`src/rtl/shift_operand_stage.sv`:
```
// shift_operand_stage
//   Decode-to-EX boundary for the logical/arithmetic shifter. It resolves
//   rs1/rs2 forwarding, picks and masks the shift amount, and presents
//   {a, n, op, word} to the shifter through a 2-entry skid buffer.
//
// Optional build macro: SHIFT_WORD_OPS_EN
//   Defined   : RV64 *W ops (32-bit operand, 5-bit amount, out_word=1).
//   Undefined : in_word is ignored, out_word is always 0.
//
// Ports
//   clk, rst_n                  core clock, async active-low reset
//   flush                       drop all buffered ops and the op presented this cycle
//   in_valid / in_ready         decode-side handshake
//   in_op, in_word, in_use_imm  op tag, word variant, immediate-amount select
//   in_imm                      immediate shift amount
//   in_rs1/2, in_rs1/2_data     source indices and register-file read data
//   exm_wen/rd/data             EX/MEM forwarding source (highest priority)
//   mwb_wen/rd/data             MEM/WB forwarding source
//   out_valid / out_ready       shifter-side handshake
//   out_a, out_n, out_op        operand, amount and op tag to the shifter
//   out_word                    downstream must sign-extend result bit 31
//
// state | meaning
// EMPTY | nothing buffered, out_valid=0, in_ready=1
// ONE   | output register holds an op, skid empty, in_ready=1
// TWO   | output register and skid both full, in_ready=0

module shift_operand_stage #(
    parameter int XLEN = 64,
    parameter int SHW  = 6,
    parameter int OPW  = 2
) (
    input  logic            clk,
    input  logic            rst_n,
    input  logic            flush,
    input  logic            in_valid,
    output logic            in_ready,
    input  logic [OPW-1:0]  in_op,
    input  logic            in_word,
    input  logic            in_use_imm,
    input  logic [SHW-1:0]  in_imm,
    input  logic [4:0]      in_rs1,
    input  logic [4:0]      in_rs2,
    input  logic [XLEN-1:0] in_rs1_data,
    input  logic [XLEN-1:0] in_rs2_data,
    input  logic            exm_wen,
    input  logic [4:0]      exm_rd,
    input  logic [XLEN-1:0] exm_data,
    input  logic            mwb_wen,
    input  logic [4:0]      mwb_rd,
    input  logic [XLEN-1:0] mwb_data,
    output logic            out_valid,
    input  logic            out_ready,
    output logic [XLEN-1:0] out_a,
    output logic [SHW-1:0]  out_n,
    output logic [OPW-1:0]  out_op,
    output logic            out_word
);

    typedef enum logic [1:0] {EMPTY = 2'd0, ONE = 2'd1, TWO = 2'd2} state_t;

    typedef struct packed {
        logic [XLEN-1:0] a;
        logic [SHW-1:0]  n;
        logic [OPW-1:0]  op;
        logic            word;
    } payload_t;

    state_t   state, state_nxt;
    payload_t res, out_q, skid_q;
    logic     load_out_in, load_out_skid, load_skid;
    logic     in_fire;

    logic [XLEN-1:0] rs1_fwd, rs2_fwd;
    logic [SHW-1:0]  shamt;

    function automatic logic [XLEN-1:0] fwd(input logic [4:0] rs,
                                            input logic [XLEN-1:0] rf);
        if (rs == 5'd0)                    return '0;
        else if (exm_wen && exm_rd == rs)  return exm_data;
        else if (mwb_wen && mwb_rd == rs)  return mwb_data;
        else                               return rf;
    endfunction

    assign rs1_fwd = fwd(in_rs1, in_rs1_data);
    assign rs2_fwd = fwd(in_rs2, in_rs2_data);
    // Only the low SHW bits of rs2 matter, so amounts >= XLEN wrap here.
    assign shamt   = in_use_imm ? in_imm : rs2_fwd[SHW-1:0];

    // rs2 upper bits are architecturally ignored; in_word is ignored when
    // word ops are compiled out.
    logic unused_bits;
    assign unused_bits = ^{rs2_fwd[XLEN-1:SHW], in_word};

    always_comb begin
        res      = '0;
        res.a    = rs1_fwd;
        res.n    = shamt;
        res.op   = in_op;
        res.word = 1'b0;
        if (in_op == 2'b11) begin
            // reserved tag: pass rs1 through unshifted
            res.n = '0;
        end
`ifdef SHIFT_WORD_OPS_EN
        else if (in_word) begin
            res.word = 1'b1;
            res.n    = {{(SHW-5){1'b0}}, shamt[4:0]};
            if (in_op == 2'b10)
                res.a = {{(XLEN-32){rs1_fwd[31]}}, rs1_fwd[31:0]};
            else
                res.a = {{(XLEN-32){1'b0}}, rs1_fwd[31:0]};
        end
`endif
    end

    assign in_ready  = (state != TWO);
    assign out_valid = (state != EMPTY);
    assign in_fire   = in_valid && in_ready;

    always_comb begin
        state_nxt     = state;
        load_out_in   = 1'b0;
        load_out_skid = 1'b0;
        load_skid     = 1'b0;
        if (flush) begin
            state_nxt = EMPTY;
        end else begin
            case (state)
                EMPTY: if (in_fire) begin
                    load_out_in = 1'b1;
                    state_nxt   = ONE;
                end
                ONE: begin
                    if (out_ready && in_fire) begin
                        load_out_in = 1'b1;
                    end else if (out_ready) begin
                        state_nxt = EMPTY;
                    end else if (in_fire) begin
                        load_skid = 1'b1;
                        state_nxt = TWO;
                    end
                end
                TWO: if (out_ready) begin
                    load_out_skid = 1'b1;
                    state_nxt     = ONE;
                end
                default: state_nxt = EMPTY;
            endcase
        end
    end

    always_ff @(posedge clk or negedge rst_n) begin
        if (!rst_n) begin
            state  <= EMPTY;
            out_q  <= '0;
            skid_q <= '0;
        end else begin
            state <= state_nxt;
            if (load_out_in)        out_q  <= res;
            else if (load_out_skid) out_q  <= skid_q;
            if (load_skid)          skid_q <= res;
        end
    end

    assign out_a    = out_q.a;
    assign out_n    = out_q.n;
    assign out_op   = out_q.op;
    assign out_word = out_q.word;

endmodule

```
`config.mk`:
```
export PLATFORM = sky130hd
export DESIGN_NAME = shift_operand_stage
export DESIGN_NICKNAME = d
export VERILOG_FILES = /design/src/rtl/shift_operand_stage.sv
export SDC_FILE = /design/constraint.sdc
export NUM_CORES = 1
export LEC_CHECK = 0
export CAP_MARGIN = 20
export CORE_MARGIN = 2
export CORE_UTILIZATION = 40
export DETAILED_ROUTE_END_ITERATION = 7
export PLACE_DENSITY = 0.82
export SLEW_MARGIN = 20
export SYNTH_ARGS = -nofsm -noshare
export SYNTH_HDL_FRONTEND = slang
export SYNTH_SLANG_ARGS = --single-unit
export TNS_END_PERCENT = 5
```
`constraint.sdc`:
```
create_clock -name clk -period 2.4 [get_ports clk]
set_input_delay 0.48 -clock clk [delete_from_list [all_inputs] [get_ports clk]]
set_output_delay 0.48 -clock clk [all_outputs]
set_load 0.1 [all_outputs]
```
==> Yosys cells after proc, flatten, opt, wreduce, memory -nomap -nowiden <==
Cells that the tools add are included.
{ "word_totals": {"regBits": 147, "input_bits": 293, "out_inout_bits": 75, "word_cells": 60} }
{ "classes": {"n_eq_ne": 12, "n_mux": 28, "reduce_logical": 12} }
{ "op_table": {"columns": ["cell", "count"], "rows": [
  ["$mux W64", 3],
  ["$mux W73", 2],
  ["$mux W6", 5],
  ["$eq A5 B5 Y1", 4],
  ["$mux W2", 6],
  ["$logic_not A5 Y1", 2],
  ["$mux W1", 10],
  ["$ne A3 B3 Y1 const B", 3],
  ["$logic_and A1 B1 Y1", 6],
  ["$pmux W2 S3", 1],
  ["$eq A2 B2 Y1 const B", 2],
  ["$ne A4 B4 Y1 const B", 1],
  ["$reduce_and A4 Y1", 1],
  ["$reduce_bool A2 Y1", 2],
  ["$eq A2 B1 Y1 const B", 1],
  ["$logic_not A2 Y1", 1],
  ["$ne A2 B2 Y1 const B", 1],
  ["$pmux W1 S2", 1]
]} }

==> Longest topological paths before layout <==
Gate-level depths: netlist of run 1.
{ "depth": {"ltp_word": 8, "depth_mapped": 7, "depth_no_buf": 5} }

==> Worst setup path before layout of run 1 <==
Ideal clock, no wire load.
{ "synth_path": {"kind": "reg2reg", "startpoint": "register state[0]", "endpoint": "register out_q (netlist bit out_a[1])", "setup_ns": 0.142, "t_arrival_ns": 2.267, "required_ns": 2.258, "slack_ns": -0.009, "path_stages_with_launch": 7, "n_path_buf": 2, "synth_period_minus_slack_ns": 2.409, "path_cell_list": "dfrtp_1 nand2b_1 nor3b_1 buf_2 buf_2 mux2i_1 o32ai_2"} }
{ "synth_between": {"elab_chain_cells": 7, "elab_cells_between_ends": 14, "cone_classes": "eq/ne: 3; mux: 7; reduce/logical: 4"} }
{ "synth_lines": {"columns": ["item", "line_no", "text"], "rows": [
  ["start, declared", "69", "state_t state, state_nxt;"],
  ["start signal, assigned", "159", "state <= state_nxt;"],
  ["$ne A2 B2 Y1 *", "117", "assign in_ready = (state != TWO);"],
  ["named net in_ready", "37", "output logic in_ready,"],
  ["$logic_and A1 B1 Y1 *", "119", "assign in_fire = in_valid && in_ready;"],
  ["$logic_and A1 B1 Y1", "135", "if (out_ready && in_fire) begin"],
  ["$mux W1", "135", null],
  ["$pmux W1 S2 *", "129", "case (state)"],
  ["$mux W1 *", "126", "if (flush) begin"],
  ["$mux W73 / $reduce_bool A2 Y1 (equally long branches)", null, null],
  ["end signal, assigned", "160", "if (load_out_in) out_q <= res;"],
  ["end signal, assigned", "161", "else if (load_out_skid) out_q <= skid_q;"],
  ["end, declared", "70", "payload_t res, out_q, skid_q;"]
]} }
Mark *: on every way through the listed nets, which the timed path passes. The rest lies on a longest branch.
A chain may end at the register's enable or synchronous reset.

==> Worst setup path in the final report of run 1 <==
{ "layout_path": {"startpoint": "input in_rs1[3]", "endpoint": "register out_q (netlist bit out_a[62])"} }
{ "layout_between": {"elab_chain_cells": 6, "elab_cells_between_ends": 9, "cone_classes": "eq/ne: 2; mux: 4; reduce/logical: 3"} }
{ "layout_lines": {"columns": ["item", "line_no", "text"], "rows": [
  ["start, declared", "42", "input logic [4:0] in_rs1,"],
  ["$eq A5 B5 Y1", "81", "else if (mwb_wen && mwb_rd == rs) return mwb_data;"],
  ["$logic_and A1 B1 Y1", "81", null],
  ["$mux W64", "81", null],
  ["$mux W64", "80", "else if (exm_wen && exm_rd == rs) return exm_data;"],
  ["$mux W64 *", "79", "if (rs == 5'd0) return '0;"],
  ["$mux W73 *", "160", null]
]} }
Every way passes the cells marked *; elsewhere a longest branch is shown, timed or not.

==> results of run 1 <==
[cell type report]
class | instances | area (um^2) | area share [%]
inverter | 3 | 11.3 | 0.0894
clock buffer | 20 | 447 | 3.55
tap | 270 | 338 | 2.68
timing repair buffer | 375 | 3630 | 28.8
sequential | 146 | 3650 | 29.0
clock inverter | 12 | 156 | 1.24
multi-input combinational | 574 | 4360 | 34.6
[through the flow]
step | hold slack, ns | instances | power [mW]
2_1_floorplan | 0.184 | 795 | 5.87
3_3_place_gp | 0.407 | 1367 | 7.03
3_5_place_dp | 0.408 | 1367 | 7.12
4_1_cts | 0.484 | 1400 | 9.86
5_1_grt | 0.495 | 1400 | 10.2
6_report | 0.483 | 1400 | 9.81
[where the power goes]
part	leakage (nW)	switching (mW)	total [mW]	internal, mW
clock network	0.283	1.06	2.73	1.67
logic	3.34	2.54	3.77	1.23
registers	1.84	0.305	3.31	3.01
total	5.46	3.90	9.81	5.90
[layer usage]
metal  track usage [%]  vias up
met4              8.76        0
li1                  -     3674
met1              32.0     3912
met2              44.3      321
met3              4.63       40
met5                 0        -
[path summary, 6_finish.rpt]
kind / from / endpoint / slack, ns / cells after the start
setup / recovery: in_rs1[3] / out_a[62] / 0.19 / 9
setup reg to reg: state[0] / out_a[62] / 0.48 / 6
hold reg to reg: skid_q[50] / skid_q[50] / 0.48 / 2
hold / removal: skid_q[50] / skid_q[50] / 0.48 / 2
max in group asynchronous: rst_n / out_a[52] / 1.23 / 3
min in group asynchronous: rst_n / out_n[5] / 0.54 / 2
[repair_timing]
action                                 in CTS  in global routing
hold buffers                                1                  0
setup endpoints to repair                   0                  0
gates resized for setup                     0                  0
endpoints found under the hold margin      34                  0
[registers in the layout, summed over array words and instances, names as in the netlist]
register / cells
out_op: 2
out_a: 64
skid_q: 72
out_n: 6
state: 2
[cells in the final DEF, fill, tap and decap left out, types with 3 or more instances in the layout]
master / instances
clkdlybuf4s50_1: 232
o31ai_1: 69
a221oi_1: 10
nand2_1: 80
clkbuf_16: 17
o21ai_0: 8
and3_1: 61
buf_12: 18
a22oi_1: 43
clkinvlp_4: 4
a21oi_1: 9
buf_4: 123
a211oi_2: 51
a211oi_1: 7
and2_1: 6
nor2_1: 78
mux2_2: 8
mux2i_1: 21
o32ai_1: 18
xor2_1: 10
o32ai_2: 3
dfrtp_1: 146
nand2b_4: 3
bufinv_16: 3
o31ai_2: 51
xnor2_1: 8
inv_1: 3
[cell families (layout without fill, tap and decap cells)]
logic type / count (synthesis) / in the layout
AO/OA/AOI/OAI: 276 / 276
AND/OR/NAND/NOR: 248 / 248
flip-flops: 146 / 146
buffers and inverters: 75 / 410
multiplexers: 29 / 29
XOR/XNOR: 20 / 20
other: 1 / 1
[critical path, stage by stage]
cell and delay (ns):
clkdlybuf4s50_1 0.61, xnor2_1 0.15, nand4_1 0.19, buf_4 0.20, nor2_4 0.17, buf_12 0.18
buf_12 0.14, a211oi_2 0.06, o32ai_1 0.31
==> impl_metrics.json, run 1 <==
{
  "syn_area_um2": 8370,
  "grt_pass1_wl_mm": 44.0,
  "synth-xor-area-share_pct": 2.27,
  "critPathRequiredTime_ns": 2.71,
  "slew_violations": 0,
  "hpwl_mm": 20.0,
  "port_buffers": 307,
  "holdCritPathClass": "reg -> reg",
  "syn_inst": 795,
  "synth.top_cells.by_count": "dfrtp_1, nand2_1, nor2_1, o31ai_1, and3_1",
  "cts_tree": "built",
  "cts_buffer_depth": 2,
  "num_vias": 7947,
  "setup_violations": 0,
  "drtIter0Drc": 482,
  "wl_met3_mm": 1.75,
  "met1_length_mm": 11.2,
  "max_freq_mhz": 453,
  "synth_most_common_cell": "dfrtp_1",
  "place_congestion": 0.884,
  "routed_wl_mm": 27.8,
  "synth_top_family_by_area": "compound AO/OA/AOI/OAI gates",
  "fill_cells": 1625,
  "antenna_found_initial": 0,
  "drive_gt1_share_pct": 27.0,
  "synthAdderAreaFrac_pct": 0,
  "yosysTopAreaCell": "dfrtp_1",
  "final_nets": 1410,
  "syn_to_final_growth_pct": 50.5,
  "critPathMaxFanout": 14,
  "vdd_ir_drop_max_v": 0.000406,
  "fin_worst_skew_ns": 0.0123,
  "via_per_inst": 5.68,
  "synth_top_area_share_pct": 43.6,
  "postSynthNetCount": 1088,
  "synthSimpleGateAreaFrac_pct": 14.6,
  "antenna_cells": 0,
  "crit_type": "in -> reg",
  "ys_seq_area_share_pct": 43.6,
  "firstDrtPassIters": 6,
  "track_usage_pct": 25.5,
  "die-area_um2": 22100,
  "cp-end-kind": "register",
  "setup_ws_ns": 0.193,
  "leakagePower_nw": 5.46,
  "core-area_um2": 20400,
  "clk_pin_slew_worst_paths_ns": 0.06,
  "drc_errors": 0,
  "final_util_pct": 61.9,
  "p_per_area_nw_per_um2": 778,
  "place_area_um2": 12000,
  "root_buffer": "clkbuf_16",
  "fin_tns_setup_ns": 0,
  "yosys_warnings": 0,
  "period_share_pct": 92.0,
  "clock_latency_ns": 0.42,
  "die_h_um": 149,
  "synth-compound-area-share_pct": 31.3,
  "final_hold_viol_count": 0,
  "rows": 52,
  "synth.ff_latch_count": 146,
  "maxCapViolations": 0,
  "synth_area_per_cell_um2": 10.5,
  "synthMuxAreaShare_pct": 3.59,
  "fin_crit_ns": 2.21,
  "cp.arrival_ns": 2.51,
  "grt_pass1_vias": 8196,
  "htreeDepth": 4,
  "cts_made_buffers": 17,
  "synth_edf_count": 0,
  "overflow": 0,
  "dr_wl_met2_mm": 14.3,
  "startpoint_type": "input port",
  "cts.sinks": 146,
  "synth_cell_types": 48,
  "synth_area_leaders": "dfrtp_1, a211oi_2, o31ai_2",
  "status": "finished clean",
  "design_area_um2": 12600,
  "highest_layer": "met4",
  "grt_max_degree": 59,
  "synth-main-ff-cell": "dfrtp_1",
  "cts_setup_buffers": 0,
  "die_w_um": 149,
  "drt.antenna.violating_nets": 0,
  "start_util_pct": 41.1,
  "wl_per_cell_um": 19.9,
  "rsz0062_at_grt": "false",
  "place_ws_ns": -0.223,
  "ios": 368,
  "async_reset_ff_share_pct": 100
}
(Power assumes the default switching activity.)
==> run 2: changes to the inputs <==
Settings changed: SKIP_CTS_REPAIR_TIMING set to 1.
==> run 2 against run 1 <==
Global-route usage stayed put. Critical path depth is 1 lower. Sequential cell count stayed put. Clock power hardly changed. Clock-buffer cell count stayed put. Non-clock buffer count stayed put. Sequential power hardly changed. Critical path type unchanged. Critical endpoint is now out_a[22].
==> impl_metrics.json, run 2 (synthesis results as in run 1) <==
{
  "fin_crit_ns": 2.21,
  "root_buffer": "clkbuf_16",
  "fin_worst_skew_ns": 0.0123,
  "die_h_um": 149,
  "track_usage_pct": 25.5,
  "drt.antenna.violating_nets": 0,
  "ios": 368,
  "core-area_um2": 20400,
  "cts_made_buffers": 17,
  "final_common_cell": "clkdlybuf4s50_1",
  "critPathMaxFanout": 36,
  "final_hold_viol_count": 0,
  "num_vias": 7925,
  "setup_ws_ns": 0.187,
  "antenna_cells": 0,
  "grt_max_degree": 59,
  "startpoint_type": "input port",
  "firstDrtPassIters": 5,
  "critPathRequiredTime_ns": 2.70,
  "grt_pass1_vias": 8196,
  "clock_latency_ns": 0.42,
  "slew_violations": 0,
  "fin_tns_setup_ns": 0,
  "status": "finished clean",
  "final_cell_mix": "clkdlybuf4s50_1, dfrtp_1, buf_4",
  "die-area_um2": 22100,
  "port_buffers": 307,
  "cp.arrival_ns": 2.51,
  "place_congestion": 0.884,
  "max_freq_mhz": 452,
  "start_util_pct": 41.1,
  "syn_to_final_growth_pct": 50.5,
  "rows": 52,
  "top_register": "skid_q",
  "drc_errors": 0,
  "vdd_ir_drop_max_v": 0.000406,
  "maxCapViolations": 0,
  "crit_type": "in -> reg",
  "setup_violations": 0,
  "grt_pass1_wl_mm": 44.0,
  "antenna_found_initial": 0,
  "holdCritPathClass": "reg -> reg",
  "die_w_um": 149,
  "cts_tree": "built",
  "place_ws_ns": -0.223,
  "drtIter0Drc": 499,
  "leakagePower_nw": 5.46,
  "hpwl_mm": 20.0,
  "clk_pin_slew_worst_paths_ns": 0.06,
  "htreeDepth": 4,
  "rsz0062_at_grt": "false",
  "p_per_area_nw_per_um2": 778,
  "cts_buffer_depth": 2,
  "wl_per_cell_um": 19.8,
  "largest_reg_flops": 72,
  "final_nets": 1410,
  "overflow": 0,
  "cts.sinks": 146,
  "cp-end-kind": "register",
  "fill_cells": 1622,
  "via_per_inst": 5.66,
  "drive_gt1_share_pct": 27.0,
  "routed_wl_mm": 27.8,
  "period_share_pct": 92.2
}
## run 2: final cells by class
cell class | instances | area, um^2 | share of cell area [%]
multi-input combinational | 574 | 4360 | 34.6
sequential | 146 | 3650 | 29.0
timing repair buffer | 375 | 3630 | 28.8
clock buffer | 20 | 447 | 3.55
tap | 270 | 338 | 2.68
clock inverter | 12 | 156 | 1.24
inverter | 3 | 11.3 | 0.0894
## run 2: report_power, final
group | switching (mW) | internal [mW] | total (mW)
logic | 2.54 | 1.23 | 3.76
registers | 0.304 | 3.01 | 3.31
clock network | 1.06 | 1.67 | 2.73
total | 3.90 | 5.90 | 9.80
## run 2: metal layers
layer,track usage [%],share of wire [%]
met2,44.3,51
met5,0,0
met1,32.0,40
met4,8.76,2.1
met3,4.63,6.5
## run 2: path summary, 6_finish.rpt
kind / cells past startpoint / end / startpoint / slack [ns]
max: 8 / out_a[22] / in_rs1[3] / 0.19
min: 2 / skid_q[50] / skid_q[50] / 0.48
max reg2reg: 6 / out_a[62] / state[0] / 0.48
min reg2reg: 2 / skid_q[50] / skid_q[50] / 0.48
max in group asynchronous: 3 / out_a[52] / rst_n / 1.23
min in group asynchronous: 2 / out_n[5] / rst_n / 0.54
## run 2: critical path: stages
cell and delay [ns]:
clkdlybuf4s50_1 0.61, xnor2_1 0.15, nand4_1 0.19, buf_4 0.20
nor2_4 0.17, buf_12 0.28, a211oi_2 0.10, o32ai_1 0.31
## run 2: stage by stage
step | utilization (%) | hold WS (ns) | total power [mW] | instances | area (um^2)
finish | 61.9 | 0.483 | 9.80 | 1400 | 12600
global route | 61.9 | 0.495 | 10.2 | 1400 | 12600
CTS | 61.8 | -0.0387 | 9.86 | 1399 | 12600
detailed placement | 58.8 | 0.408 | 7.12 | 1367 | 12000
global placement | 58.8 | 0.407 | 7.03 | 1367 | 12000
floorplan | - | 0.184 | 5.87 | 795 | 8370
